`src/rtl/axi_lite_master_bridge.sv`:
```
// Bridges the dot-product FSM's level-held read/write requests onto a single
// outstanding AXI4-Lite master transaction, with a sticky error status flag.
module axi_lite_master_bridge #(
  parameter int unsigned ADDR_W = 32,
  parameter int unsigned DATA_W = 32
) (
  input  logic                clk,
  input  logic                reset,
  input  logic                read_req,
  input  logic [ADDR_W-1:0]   read_addr,
  output logic [DATA_W-1:0]   read_data,
  output logic                read_data_valid,
  input  logic                write_req,
  input  logic [ADDR_W-1:0]   write_addr,
  input  logic [DATA_W-1:0]   write_data,
  output logic                write_done,
  input  logic                err_clear,
  output logic                bus_err,
  output logic [1:0]          err_resp,
  output logic [ADDR_W-1:0]   m_axi_araddr,
  output logic                m_axi_arvalid,
  output logic [2:0]          m_axi_arprot,
  input  logic                m_axi_arready,
  input  logic [DATA_W-1:0]   m_axi_rdata,
  input  logic [1:0]          m_axi_rresp,
  input  logic                m_axi_rvalid,
  output logic                m_axi_rready,
  output logic [ADDR_W-1:0]   m_axi_awaddr,
  output logic                m_axi_awvalid,
  output logic [2:0]          m_axi_awprot,
  input  logic                m_axi_awready,
  output logic [DATA_W-1:0]   m_axi_wdata,
  output logic [DATA_W/8-1:0] m_axi_wstrb,
  output logic                m_axi_wvalid,
  input  logic                m_axi_wready,
  input  logic [1:0]          m_axi_bresp,
  input  logic                m_axi_bvalid,
  output logic                m_axi_bready
);

  typedef enum logic [2:0] {
    IDLE, RD_ADDR, RD_DATA, RD_DONE, WR_REQ, WR_RESP, WR_DONE
  } state_t;

  state_t     state, state_nxt;
  logic       aw_done, w_done;
  logic       ar_hs, aw_hs, w_hs;
  logic       err_hit;
  logic [1:0] err_code;

  assign ar_hs = m_axi_arvalid & m_axi_arready;
  assign aw_hs = m_axi_awvalid & m_axi_awready;
  assign w_hs  = m_axi_wvalid  & m_axi_wready;

  assign m_axi_arprot = '0;
  assign m_axi_awprot = '0;

  always_ff @(posedge clk) begin
    if (reset) state <= IDLE;
    else       state <= state_nxt;
  end

  always_comb begin
    state_nxt = state;
    unique case (state)
      IDLE: begin
        if (write_req)     state_nxt = WR_REQ;
        else if (read_req) state_nxt = RD_ADDR;
      end
      RD_ADDR: if (ar_hs)         state_nxt = RD_DATA;
      RD_DATA: if (m_axi_rvalid)  state_nxt = RD_DONE;
      RD_DONE:                    state_nxt = IDLE;
      WR_REQ:  if ((aw_done || aw_hs) && (w_done || w_hs)) state_nxt = WR_RESP;
      WR_RESP: if (m_axi_bvalid)  state_nxt = WR_DONE;
      WR_DONE:                    state_nxt = IDLE;
      default:                    state_nxt = IDLE;
    endcase
  end

  // Handshake/pulse outputs are pure decodes of registered state, so no AXI
  // input reaches an output combinationally.
  always_comb begin
    m_axi_arvalid   = (state == RD_ADDR);
    m_axi_rready    = (state == RD_DATA);
    m_axi_awvalid   = (state == WR_REQ) && !aw_done;
    m_axi_wvalid    = (state == WR_REQ) && !w_done;
    m_axi_bready    = (state == WR_RESP);
    read_data_valid = (state == RD_DONE);
    write_done      = (state == WR_DONE);
  end

  always_comb begin
    err_hit  = 1'b0;
    err_code = m_axi_bresp;
    if (state == RD_DATA && m_axi_rvalid && m_axi_rresp != 2'b00) begin
      err_hit  = 1'b1;
      err_code = m_axi_rresp;
    end else if (state == WR_RESP && m_axi_bvalid && m_axi_bresp != 2'b00) begin
      err_hit  = 1'b1;
    end
  end

  always_ff @(posedge clk) begin
    if (reset) begin
      aw_done      <= 1'b0;
      w_done       <= 1'b0;
      m_axi_araddr <= '0;
      m_axi_awaddr <= '0;
      m_axi_wdata  <= '0;
      m_axi_wstrb  <= '0;
      read_data    <= '0;
      bus_err      <= 1'b0;
      err_resp     <= '0;
    end else begin
      if (state == IDLE) begin
        aw_done <= 1'b0;
        w_done  <= 1'b0;
        if (write_req) begin
          m_axi_awaddr <= write_addr;
          m_axi_wdata  <= write_data;
          m_axi_wstrb  <= '1;
        end else if (read_req) begin
          m_axi_araddr <= read_addr;
        end
      end
      if (state == WR_REQ) begin
        if (aw_hs) aw_done <= 1'b1;
        if (w_hs)  w_done  <= 1'b1;
      end
      if (state == RD_DATA && m_axi_rvalid) read_data <= m_axi_rdata;
      // A new error beats a simultaneous clear and reloads the code.
      if (err_hit) begin
        bus_err <= 1'b1;
        if (!bus_err || err_clear) err_resp <= err_code;
      end else if (err_clear) begin
        bus_err  <= 1'b0;
        err_resp <= '0;
      end
    end
  end

endmodule

```
`config.mk`:
```
export PLATFORM = sky130hd
export DESIGN_NAME = axi_lite_master_bridge
export DESIGN_NICKNAME = d
export VERILOG_FILES = /design/src/rtl/axi_lite_master_bridge.sv
export SDC_FILE = /design/constraint.sdc
export NUM_CORES = 1
export LEC_CHECK = 0
export CELL_PAD_IN_SITES_DETAIL_PLACEMENT = 0
export CELL_PAD_IN_SITES_GLOBAL_PLACEMENT = 1
export CORE_ASPECT_RATIO = 0.9
export CORE_MARGIN = 3
export CORE_UTILIZATION = 42
export CTS_CLUSTER_SIZE = 25
export DETAILED_ROUTE_END_ITERATION = 7
export DONT_BUFFER_PORTS = 1
export GPL_TIMING_DRIVEN = 0
export PLACE_DENSITY_LB_ADDON = 0.1
export SYNTH_ARGS = -nofsm -noshare
export SYNTH_HDL_FRONTEND = slang
export SYNTH_SLANG_ARGS = --single-unit
export TNS_END_PERCENT = 50
```
`constraint.sdc`:
```
create_clock -name clk -period 1.5 [get_ports clk]
set_input_delay 0.225 -clock clk [delete_from_list [all_inputs] [get_ports clk]]
set_output_delay 0.225 -clock clk [all_outputs]
set_load 0.02 [all_outputs]
```
==> metrics.txt <==
maxcap violations=0; crit path to=m_axi_awaddr[7]$_SDFFE_PP0P_; WL final=17,300 um; switching share of power=0.314; Setup violations, final=45; die area=13,300 sq um; CP Capture Type=flip-flop; IO Count=290; Hold Vio Cnt, Final=0; Final GP Congestion=0.732; Via Count=4,977; layout cell share with drive strength beyond 1=0.264; fin nets=955; actual slew at the worst max-slew pin=694 ps; Mapped Avg Cell Area=7.96 sq um; leakage power=3.12 nW; Clk pwr share=0.364; failing checks=setup timing; GRT Util Overall=0.236; main area contributors after synthesis=dfxtp_1 (55%), nand2_1 (19%), a21oi_1 (13%), buf_6 (2.2%), clkbuf_1 (1.8%); Seq/Total Area, Yosys=0.545; I/O Buffers=0; CP startpoint kind=flip-flop; Area Growth Syn to Fin=63.7%; met1 Track Usage GR=0.253; min Tclk post-route=1590 ps; Cell Pwr Density=1550 nW/um^2; Worst Path Arrival=1930 ps; Data required, critical path=1840 ps; Yosys top cell by area=dfxtp_1; first-pass GRT wire length=24,600 um; Syn. warnings=0; CTS tree=done; largest vdd supply drop=818 uV; Worst-Skew Late Latency=420 ps; DP Wirelength=11,100 um; register-to-register setup slack=-90 ps; final total negative setup slack=-1700 ps; share of the synthesized area in the top cell type=0.545; HP Class=in2reg; CTS clk-pin slew, worst paths=60 ps; period utilization=1.06; Reg power frac=0.383; Sw Pwr=4.00 mW; placed insts=793; Yosys cell types=29; crit path kind=reg2reg; crit path launch=state[1]$_SDFFE_PP0P_; Max FO, Critical Path=8; DP Worst Slack=-203 ps; fin cells=982; Site Rows=37; initial antenna violation count=0; GRT Max-Usage Layer=met2; CTS Sinks=137; Int Power=8.77 mW; DR DRC count=0; Die Wd=121 um; flops & latches, synth=137; die height=110 um; clock root buffer=clkbuf_16; number of global-route vias before repair=4,820; DR pass1 iterations=4; R2R Path Start=state[1]$_SDFFE_PP0P_; Max H-tree Level=4; drt initial violations=243; clk_skew=8.25 ps; combinational share of power=0.253; Antenna Cells=0; Cells after Synth=632; Vias/cell=5.07; min setup slack post-route=-93.0 ps; Clock Tree Buf Depth=2; WHS Path Cells=2; Wirelength per Cell=17.6 um; routing usage on met3=0.101; ANT nets after route=0; met2 GRT Util=0.417; Core ar.=11,600 sq um; largest net degree at the start of global routing=17; total congestion overflow=0; outcome=finished, violations left; Starting Density=0.435; mapped cell area=5030 sq um; Register-to-Register Path Depth=8; max-slew violation count=0; RSZ-0062 raised after global routing=yes; worst relative slew slack=0.537; max frequency=628 MHz; total CTS buffers=17; Reg-to-Reg End=m_axi_awaddr[7]$_SDFFE_PP0P_
## timing repair
item | in CTS | in global routing
pin swaps | 11 | 68
setup buffers | 11 | 10
gates resized for setup | 71 | 164
setup endpoints to repair | 131 | 135
cloned | 13 | 3
hold buffers | 126 | 3
hold endpoints to repair | 129 | 3
## metal layers
layer  wire length, um  vias up
met5                 0        -
met4               328        0
met3              1740       26
met2              8830      209
met1              6360     2337
li1                  -     2405
## layout by cell type, fill, tap and decap left out, types with 4 or more instances in the layout
master / synthesis / routed
buf_6: 10 / 17
bufinv_16: 0 / 5
a21oi_2: 0 / 48
nand2_4: 0 / 21
clkbuf_16: 0 / 19
buf_8: 0 / 11
buf_4: 11 / 19
buf_12: 0 / 6
nor2_4: 0 / 6
a21oi_1: 133 / 85
conb_1: 1 / 6
nor2_1: 14 / 8
dlygate4sd3_1: 0 / 129
clkbuf_8: 0 / 4
nor3_1: 4 / 4
nand2_2: 1 / 31
dfxtp_1: 137 / 134
nand2_1: 261 / 209
clkbuf_1: 24 / 16
## flip-flops by register name, indices dropped and copies added, names as in the netlist
name,count
m_axi_araddr,32
m_axi_awaddr,32
m_axi_wdata,32
read_data,32
state,3
err_resp,2
aw_done,1
bus_err,1
m_axi_wstrb,1
w_done,1
## synthesized netlist by cell type
cell,instances
and3_1,1
a2111oi_0,1
buf_2,9
nor3_4,1
buf_6,10
conb_1,1
nand3b_1,1
or3_1,2
mux2_2,1
nand2b_1,4
and2_1,3
a21oi_1,133
a41o_1,1
dfxtp_1,137
nand2_2,1
o32a_1,1
nand2_1,261
buf_4,11
nor3b_4,1
inv_1,2
nor2_1,14
nor3b_1,1
nor4_4,1
nor3_1,4
nand4bb_1,1
clkbuf_1,24
a2bb2oi_1,1
o22ai_1,2
a22oi_1,2
## critical path: stages, from the launching register on
cell     delay (ps)
dfxtp_2         340
buf_6           140
nor3_4          220
and2_4          200
buf_12          140
buf_12          120
buf_16          120
nand2_1          90
a21oi_2         150
## through the flow
step                      utilization  hold slack, ps  instance area (sq um)  power, mW
after detailed placement        0.453             367                   5240       6.58
after floorplan                     -             361                   5050       6.14
after global routing            0.711            37.5                   8230       13.3
after CTS                       0.666           -61.7                   7710       12.4
after global placement          0.453             363                   5240       6.53
final                           0.711            7.65                   8230       12.8
## worst min path at each step
stage / startpoint / endpoint / slack, ps
6_report: m_axi_wready / w_done$_SDFF_PP0_ / 8
5_1_grt: err_clear / err_resp[1]$_SDFFE_PP0P_ / 40
4_1_cts: m_axi_rdata[3] / read_data[3]$_SDFFE_PP0P_ / -60
3_5_place_dp: write_data[28] / m_axi_wdata[28]$_SDFFE_PP0P_ / 370
3_3_place_gp: read_addr[19] / m_axi_araddr[19]$_SDFFE_PP0P_ / 360
2_1_floorplan: m_axi_rdata[0] / read_data[0]$_SDFFE_PP0P_ / 360
## kinds of logic (layout without fill, tap and decap cells)
kind of cell           after synthesis  count (layout)  share of synthesized area
and+or+nand+nor                    296             297                      0.239
AOI/OAI and AO/OA                  141             141                      0.145
DFF                                137             137                      0.545
buffers and inverters               56             244                     0.0672
other                                1               6                   0.000746
muxes                                1               1                    0.00224
## power by group through the flow
stage / combinational (mW) / sequential, mW / clock (mW)
final: 3.23 / 4.90 / 4.65
after global routing: 3.49 / 4.94 / 4.87
after CTS: 2.81 / 4.85 / 4.71
after detailed placement: 1.67 / 4.91 / 0
after global placement: 1.62 / 4.91 / 0
after floorplan: 1.35 / 4.79 / 0
## final cells by class
class | count | area [sq um]
fillers | 871 | 3340
plain buffers | 52 | 448
multi-input cells | 445 | 2480
clock buffers | 21 | 470
inverters | 2 | 10.0
clock inverters | 11 | 193
well taps | 156 | 195
repair buffers | 158 | 1680
flip-flops and latches | 137 | 2750
(Power assumes the default switching activity.)
